==> src/rtl/div_nat_seq_if.sv <==
`default_nettype none
// ============================================================================
//  Module   : div_nat_seq_if
//  Purpose  : soc/eoc handshake bundle for the sequential natural divider.
//             master = operand producer, slave = divider.
//  Revision : 1.0  initial release
// ============================================================================
interface div_nat_seq_if #(
    parameter int N = 8
);
    logic         soc;
    logic [N-1:0] x;
    logic [N-1:0] y;
    logic         eoc;
    logic [N-1:0] q;
    logic [N-1:0] r;
    logic         dz;

    modport master (output soc, x, y, input  eoc, q, r, dz);
    modport slave  (input  soc, x, y, output eoc, q, r, dz);
endinterface
`default_nettype wire

==> src/rtl/div_nat_seq.sv <==
`default_nettype none
// ============================================================================
//  Module   : div_nat_seq
//  Purpose  : Sequential restoring divider for naturals, N-bit / N-bit.
//             One shift-subtract step per clock, N+1 cycles per operation,
//             soc/eoc handshake. Divide-by-zero runs the normal algorithm
//             and yields q = all ones, r = x, dz = 1.
//  Revision : 1.0  initial release
// ============================================================================
module div_nat_seq #(
    parameter int N = 8
) (
    input  wire logic       clock,
    input  wire logic       reset,
    div_nat_seq_if.slave    bus
);
    localparam int CW = (N > 2) ? $clog2(N) : 1;

    localparam logic [1:0] S_IDLE = 2'd0;
    localparam logic [1:0] S_CALC = 2'd1;
    localparam logic [1:0] S_END  = 2'd2;

    logic [1:0]    state_q, state_d;
    logic [N:0]    rem_q,   rem_d;     // partial remainder, one guard bit
    logic [N-1:0]  quo_q,   quo_d;     // dividend shifting out / quotient shifting in
    logic [N-1:0]  div_q,   div_d;     // captured divisor
    logic [CW-1:0] cnt_q,   cnt_d;
    logic          dzw_q,   dzw_d;     // divide-by-zero of the running operation
    logic [N-1:0]  q_q,     q_d;
    logic [N-1:0]  r_q,     r_d;
    logic          dz_q,    dz_d;
    logic          eoc_q,   eoc_d;

    logic [N:0]    rem_sh;
    logic [N:0]    trial;
    logic          no_borrow;

    // Combinational subtract/compare: difference and "minuend >= subtrahend".
    // The guard bit of the remainder never sets for legal operands; if it
    // did, the shifted value would exceed any divisor, hence the OR.
    always_comb begin
        rem_sh    = {rem_q[N-1:0], quo_q[N-1]};
        trial     = rem_sh - {1'b0, div_q};
        no_borrow = rem_q[N] | (rem_sh >= {1'b0, div_q});
    end

    // Next-state: load, one restoring step per cycle, result commit, END wait.
    always_comb begin
        state_d = state_q;
        rem_d   = rem_q;
        quo_d   = quo_q;
        div_d   = div_q;
        cnt_d   = cnt_q;
        dzw_d   = dzw_q;
        q_d     = q_q;
        r_d     = r_q;
        dz_d    = dz_q;
        case (state_q)
            S_IDLE: begin
                if (bus.soc) begin
                    rem_d   = '0;
                    quo_d   = bus.x;
                    div_d   = bus.y;
                    cnt_d   = '0;
                    dzw_d   = (bus.y == '0);
                    state_d = S_CALC;
                end
            end
            S_CALC: begin
                rem_d = no_borrow ? trial : rem_sh;
                quo_d = {quo_q[N-2:0], no_borrow};
                cnt_d = cnt_q + 1'b1;
                if (cnt_q == CW'(N - 1)) begin
                    q_d     = quo_d;
                    r_d     = rem_d[N-1:0];
                    dz_d    = dzw_q;
                    // soc still high means this request is already served
                    state_d = bus.soc ? S_END : S_IDLE;
                end
            end
            S_END: begin
                if (!bus.soc) begin
                    state_d = S_IDLE;
                end
            end
            default: state_d = S_IDLE;
        endcase
        eoc_d = (state_d != S_CALC);
    end

    // State and datapath registers with synchronous reset; aborts drop the result.
    always_ff @(posedge clock) begin
        if (reset) begin
            state_q <= S_IDLE;
            rem_q   <= '0;
            quo_q   <= '0;
            div_q   <= '0;
            cnt_q   <= '0;
            dzw_q   <= 1'b0;
            q_q     <= '0;
            r_q     <= '0;
            dz_q    <= 1'b0;
            eoc_q   <= 1'b1;
        end else begin
            state_q <= state_d;
            rem_q   <= rem_d;
            quo_q   <= quo_d;
            div_q   <= div_d;
            cnt_q   <= cnt_d;
            dzw_q   <= dzw_d;
            q_q     <= q_d;
            r_q     <= r_d;
            dz_q    <= dz_d;
            eoc_q   <= eoc_d;
        end
    end

    assign bus.eoc = eoc_q;
    assign bus.q   = q_q;
    assign bus.r   = r_q;
    assign bus.dz  = dz_q;
endmodule
`default_nettype wire

==> src/flat_wrapper.sv <==
// flat-port wrapper written by rule: the top's interface ports become plain ports
module div_nat_seq_flat 
#(
    parameter int N = 8
)
  (clock, reset, bus_soc, bus_x, bus_y, bus_eoc, bus_q, bus_r, bus_dz);
  div_nat_seq_if #(.N(N)) bus_i ();
  input  wire logic clock;
  input  wire logic reset;
  input wire logic [$bits(bus_i.soc)-1:0] bus_soc;
  input wire logic [$bits(bus_i.x)-1:0] bus_x;
  input wire logic [$bits(bus_i.y)-1:0] bus_y;
  output wire logic [$bits(bus_i.eoc)-1:0] bus_eoc;
  output wire logic [$bits(bus_i.q)-1:0] bus_q;
  output wire logic [$bits(bus_i.r)-1:0] bus_r;
  output wire logic [$bits(bus_i.dz)-1:0] bus_dz;
  assign bus_i.soc = bus_soc;
  assign bus_i.x = bus_x;
  assign bus_i.y = bus_y;
  assign bus_eoc = bus_i.eoc;
  assign bus_q = bus_i.q;
  assign bus_r = bus_i.r;
  assign bus_dz = bus_i.dz;
  div_nat_seq #(.N(N)) u_core (.clock(clock), .reset(reset), .bus(bus_i));
endmodule
==> config.mk <==
export PLATFORM = sky130hd
export DESIGN_NAME = div_nat_seq_flat
export DESIGN_NICKNAME = d
export VERILOG_FILES = /design/src/rtl/div_nat_seq_if.sv /design/src/rtl/div_nat_seq.sv /design/src/flat_wrapper.sv
export SDC_FILE = /design/constraint.sdc
export NUM_CORES = 1
export LEC_CHECK = 0
export ABC_AREA = 1
export BUFFER_PORTS_ARGS = -buffer_cell sky130_fd_sc_hd__buf_2
export CORE_MARGIN = 1
export CORE_UTILIZATION = 50
export CTS_BUF_LIST = sky130_fd_sc_hd__clkbuf_8
export CTS_CLUSTER_SIZE = 8
export DETAILED_ROUTE_END_ITERATION = 12
export PLACE_DENSITY = 0.79
export SLEW_MARGIN = 0
export SYNTH_ARGS = -nofsm -noshare
export SYNTH_HDL_FRONTEND = slang
export SYNTH_SLANG_ARGS = --single-unit
==> constraint.sdc <==
create_clock -name clock -period 4.7 [get_ports clock]
set_input_delay 0.47 -clock clock [delete_from_list [all_inputs] [get_ports clock]]
set_output_delay 0.47 -clock clock [all_outputs]
set_load 0.05 [all_outputs]
==> results.ini, run 1 <==
[status]
status = complete, no violations

[place]
dp_slack_ns = 2.56
numPortBuffers = 36
place_area_mm2 = 0.00264
dp_hpwl_mm = 3.91
gp_congestion = 0.865

[clock_tree]
tritoncts = yes
hold_buffers = 0
ctsHtreeMaxLevel = 2
clk-insertion-delay-late_ns = 0.30
cts_sinks = 49
cts_buffer_depth = 2
clkTransAtPathRegs_ns = 0.09
cts_resized = 0
numCtsBuffers = 5
postCtsSetupBuffers = 0
clockRootBuffer = clkbuf_8

[sta]
final_hold_viol_count = 0
final_max_slew_viol_count = 0
worst_slack_ns = 2.50
fmax_mhz = 454
tns_ns = 0
layout_min_cycle_time_ns = 2.20
rsz0062_at_grt = no
finalCritPeriodShare = 0.469
tightest_slew_ns = 0.896
finalSetupViolations = 0
max_slew_margin = 0.402
skew_ns = 0.00597

[logic_synthesis]
syn_avg_cell_area_um2 = 7.11
syn_nets = 372
seq_area_frac_synth = 0.403
yosys_register_bits = 49
syn_inst = 342
synth_area_mm2 = 0.00243
synth_warnings = 0
netlist-cell-type-count = 30

[worst_setup_path]
worstSetupPathType = reg2reg
rrSetupSlack_ns = 2.50
crit_path_start_kind = flip-flop
crit_chain = ha_1 > ha_1 > nand2_1 > nor2_2 > inv_1 > nand2_1 > a21oi_1
cp_slowest_stage_delay_ns = 0.69
critPathTopFamily = simple AND/OR/NAND/NOR gates
reg2reg_to = u_core.bus.q[0]
reg2reg_depth = 7
cp_max_fo = 26
critPathBufInv = 1
cp-end-kind = flip-flop
critPathSlowestCell = nor2_2
critPathRequiredTime_ns = 4.87
r2r-start = u_core.cnt_q[0]
arrival_ns = 2.37

[hold_path]
min_path_cells = 3
min_from = bus_y[0]
min_path_type = in2reg
min_to = u_core.div_q[0]

[route]
viasPerCell = 5.21
drt-initial-drc-count = 153
routed_wl_mm = 5.47
vias = 2239
drc = 0
routedWlPerCell_um = 12.7
ant_nets = 0
dr.pass1.iters = 4

[die]
io_pins = 37
fp.dieArea_mm2 = 0.00515
chipWidth_um = 71.7
initial_utilization = 0.518
core_mm2 = 0.00469
row_count = 25
die_h_um = 71.7

[global_route]
grt_pass1_vias = 2115
grt_usage = 0.228
antenna_found_initial = 0
grt_overflow = 0
grt_pass1_wl_mm = 9.32
grt_max_degree = 29

[power_and_ir_drop]
ir_drop_mv = 0.262
power_w = 0.00131
power.density_mw_per_mm2 = 475
p_leak_nw = 1.38

[cells_and_area]
drive_gt1_frac = 0.176
final_area_mm2 = 0.00275
diodes = 0
final_nets = 405
area_growth_pct = 13.2
n_fill_cell = 441

[run]
drv_cap = 0

worst min-delay path, cell delays in order:
cell    delay (ns)
buf_2         0.09
nor2_1        0.04
nor2_1        0.09
layer usage:
metal  track usage  part of all wire  vias up
met4        0.0654             0.012        0
li1              -                 -     1160
met1         0.281              0.44     1021
met3        0.0352             0.040        8
met5             0                 0        -
met2         0.411              0.50       50
registers in the layout, indices dropped and copies added (netlist names):
signal / flops
u_core.bus.dz: 1
u_core.div_q: 8
u_core.bus.eoc: 1
u_core.quo_q: 8
u_core.dzw_q: 1
u_core.cnt_q: 3
u_core.rem_q: 9
u_core.bus.q: 8
u_core.state_q: 2
u_core.bus.r: 8
worst max path at each step:
stage | from | endpoint | slack, ns | cells past startpoint
CTS | u_core.cnt_q[0] | u_core.bus.q[0] | 2.49 | 7
global placement | u_core.cnt_q[0] | u_core.bus.r[3] | 2.60 | 7
floorplan | u_core.quo_q[7] | u_core.rem_q[4] | 3.07 | 11
global route | u_core.cnt_q[0] | u_core.bus.r[4] | 2.25 | 7
finish | u_core.cnt_q[0] | u_core.bus.q[0] | 2.50 | 7
detailed placement | u_core.cnt_q[0] | u_core.bus.r[5] | 2.56 | 7
synthesized netlist by cell type, drive strengths merged:
| master | n | share of area |
|---|---|---|
| a21o | 1 | 0.0031 |
| buf | 4 | 0.0082 |
| a211oi | 2 | 0.0062 |
| nor3 | 3 | 0.0082 |
| nand4 | 4 | 0.010 |
| nand3b | 1 | 0.0031 |
| o21ai | 21 | 0.043 |
| nand3 | 18 | 0.037 |
| xor2 | 3 | 0.011 |
| a31oi | 1 | 0.0026 |
| a21oi | 30 | 0.068 |
| inv | 50 | 0.077 |
| a221oi | 1 | 0.0036 |
| clkbuf | 7 | 0.011 |
| o211ai | 2 | 0.0062 |
| nand2 | 92 | 0.16 |
| ha | 10 | 0.051 |
| dfxtp | 49 | 0.40 |
| fa | 1 | 0.0082 |
| nor2 | 37 | 0.061 |
| nor4 | 2 | 0.0051 |
| o221ai | 3 | 0.011 |
power by group:
group / total (W) / leakage, nW / internal, W / switching, W
combinational: 0.000536 / 0.921 / 0.000175 / 0.000360
clock: 0.000305 / 0.0585 / 0.000160 / 0.000146
sequential: 0.000466 / 0.399 / 0.000446 / 0.0000204
total: 0.00131 / 1.38 / 0.000781 / 0.000526
layout make-up:
| class | count | area, µm² | share of cell area |
|---|---|---|---|
| clock buffers | 5 | 68.8 | 0.0250 |
| clock inverters | 3 | 43.8 | 0.0159 |
| inverters | 50 | 188 | 0.0682 |
| multi-input cells | 232 | 1220 | 0.442 |
| flip-flops and latches | 49 | 981 | 0.356 |
| well taps | 54 | 67.6 | 0.0245 |
| repair buffers | 37 | 188 | 0.0682 |
cells in the final DEF (no fill, tap or decap), drive strengths merged, types with 2 or more instances in the layout:
cell type and n:
nand2 92, inv 51, dfxtp 49, buf 37, nor2 37, a21oi 30
o21ai 21, nand3 18, ha 10, clkbuf 5, nand4 4, o221ai 3
xor2 3, nor3 3, nor4 2, o211ai 2, a211oi 2
cells by family (layout without fill, tap and decap cells):
kind of cell | Yosys count | after routing | synth area share
and+or+nand+nor | 157 | 157 | 0.286
AOI/OAI and AO/OA | 61 | 61 | 0.144
xor gates and xnor gates | 3 | 3 | 0.0108
buffers and inverters | 61 | 95 | 0.0962
DFF | 49 | 49 | 0.403
adders and majority gates | 11 | 11 | 0.0597
through the flow:
stage,cells,utilization,hold WS [ns]
after floorplan,342,-,0.433
after global placement,422,0.563,0.444
after detailed placement,422,0.563,0.458
after CTS,430,0.587,0.420
after global routing,430,0.587,0.437
final,430,0.587,0.419
Note: power is estimated with default switching activity, not from simulation.
==> run 2: changes to the inputs <==
PLACE_DENSITY = 0.81   (was 0.79)
clock period = 1.9 ns   (was 4.7 ns; I/O delays follow)
==> run 2 against run 1 <==
  * Sequential share of layout area is 0.65 points lower
  * Via count is 0.71% higher
  * Global-route usage down 0.35 points
  * Clock power increased by 100%
  * Wire length is 3.4% lower
  * Die area unchanged
  * Largest cell class unchanged
==> results.ini, run 2 (synthesized netlist as in run 1, its figures left out) <==
[route]
routed_wl_mm = 5.28
drt-initial-drc-count = 154
viasPerCell = 5.18
drc = 0
ant_nets = 0
dr.pass1.iters = 4
vias = 2255
routedWlPerCell_um = 12.1

[sta]
fmax_mhz = 558
skew_ns = 0.00565
rsz0062_at_grt = yes
finalSetupViolations = 0
tightest_slew_ns = 0.557
finalCritPeriodShare = 0.944
max_slew_margin = 0.629
layout_min_cycle_time_ns = 1.79
final_hold_viol_count = 0
final_max_slew_viol_count = 0

[global_route]
grt_max_degree = 28
grt_pass1_wl_mm = 9.04
grt_usage = 0.225
antenna_found_initial = 0
grt_overflow = 0
grt_pass1_vias = 2076

[die]
initial_utilization = 0.518
row_count = 25
die_h_um = 71.7
core_mm2 = 0.00469
io_pins = 37
fp.dieArea_mm2 = 0.00515
chipWidth_um = 71.7

[hold_path]
min_path_cells = 3
min_path_type = in2reg

[cells_and_area]
final_area_mm2 = 0.00281
largest_register_ffs = 9
final_common_cell = nand2_1
diodes = 0
largest_register = u_core.rem_q
mostFrequentLayoutCells = nand2_1 (81), inv_1 (50), dfxtp_1 (48), buf_2 (36), nor2_1 (33)
final_nets = 410
drive_gt1_frac = 0.199
layout.cells.non_filler = 435
area_growth_pct = 15.5

[place]
place_area_mm2 = 0.00268
dp_hpwl_mm = 3.94
numPortBuffers = 36
gp_congestion = 0.926
place_inst = 427

[run]
drv_cap = 0

[worst_setup_path]
critPathSlowestCell = fa_2
reg2reg_depth = 11
cp-end-kind = flip-flop
cp_max_fo = 3
crit_path_start_kind = flip-flop
crit_chain = inv_1 > ha_1 > fa_2 > inv_1 > nand2_1 > nand3_1 > xor2_1 > nand2_2 > nand2_2 > nand2_1 > a21oi_2
critPathRequiredTime_ns = 2.15
cp_slowest_stage_delay_ns = 0.37
arrival_ns = 2.05
worstSetupPathType = reg2reg

[clock_tree]
numCtsBuffers = 5
postCtsSetupBuffers = 0
clockRootBuffer = clkbuf_8
cts_buffer_depth = 2
clkTransAtPathRegs_ns = 0.09
ctsHtreeMaxLevel = 2
clk-insertion-delay-late_ns = 0.31
tritoncts = yes
cts_sinks = 49

[status]
status = complete, no violations

[power_and_ir_drop]
ir_drop_mv = 0.616
p_leak_nw = 1.39
power.density_mw_per_mm2 = 1100

==> run 2: cell count changes in the layout (fill, tap and decap cells not counted), sizes merged <==
cell / delta
bufinv: -1
buf: +5
inv: +1
==> run 2: cell type report <==
| class | count | area [µm²] |
|---|---|---|
| sequential | 49 | 982 |
| clock inverter | 3 | 17.5 |
| inverter | 50 | 188 |
| timing repair buffer | 42 | 225 |
| fill | 423 | 1880 |
| clock buffer | 5 | 68.8 |
| tap | 54 | 67.6 |
| multi-input combinational | 232 | 1260 |
==> run 2: final timing paths <==
kind / startpoint / end / slack, ns
worst max register to register: u_core.quo_q[7] / u_core.rem_q[4] / 0.11
worst min-delay path: bus_y[0] / u_core.div_q[0] / 0.13
worst min register to register: u_core.div_q[2] / u_core.div_q[2] / 0.47
worst max-delay path: u_core.quo_q[7] / u_core.rem_q[4] / 0.11
==> run 2: report_power, final <==
part	switching (W)	internal, W
Clock	0.000360	0.000258
Sequential	0.0000610	0.00110
Combinational	0.000850	0.000470
Total	0.00127	0.00183
==> run 2: timing repair <==
action	4_1_cts	5_1_grt
hold buffers	0	0
setup endpoints to repair	0	12
gates resized for setup	0	6
==> run 2: per-stage QoR <==
step / total power, W / hold WS, ns / setup WS (ns) / utilization / TNS [ns]
after floorplan: 0.00220 / 0.325 / 0.268 / - / 0
after global placement: 0.00243 / 0.441 / 0.114 / 0.571 / 0
after detailed placement: 0.00246 / 0.436 / 0.0844 / 0.571 / 0
after CTS: 0.00307 / 0.127 / 0.0480 / 0.589 / 0
after global routing: 0.00334 / 0.147 / -0.0158 / 0.598 / -0.0158
final: 0.00310 / 0.130 / 0.106 / 0.598 / 0
==> run 2: per-layer routing <==
metal  track usage  up-vias  share of wire
met5             0        -              0
met4        0.0784        0          0.018
met3        0.0450       11          0.043
met2         0.388       57           0.49
met1         0.279     1017           0.45
li1              -     1170              -
==> run 2: worst max-delay path, delay by kind of cell (launching register included) <==
family	cells	cell delay, ns
adders and majority gates	2	0.58
and+or+nand+nor	5	0.36
DFF	1	0.32
xor gates and xnor gates	1	0.20
buffers and inverters	2	0.15
AOI/OAI and AO/OA	1	0.12
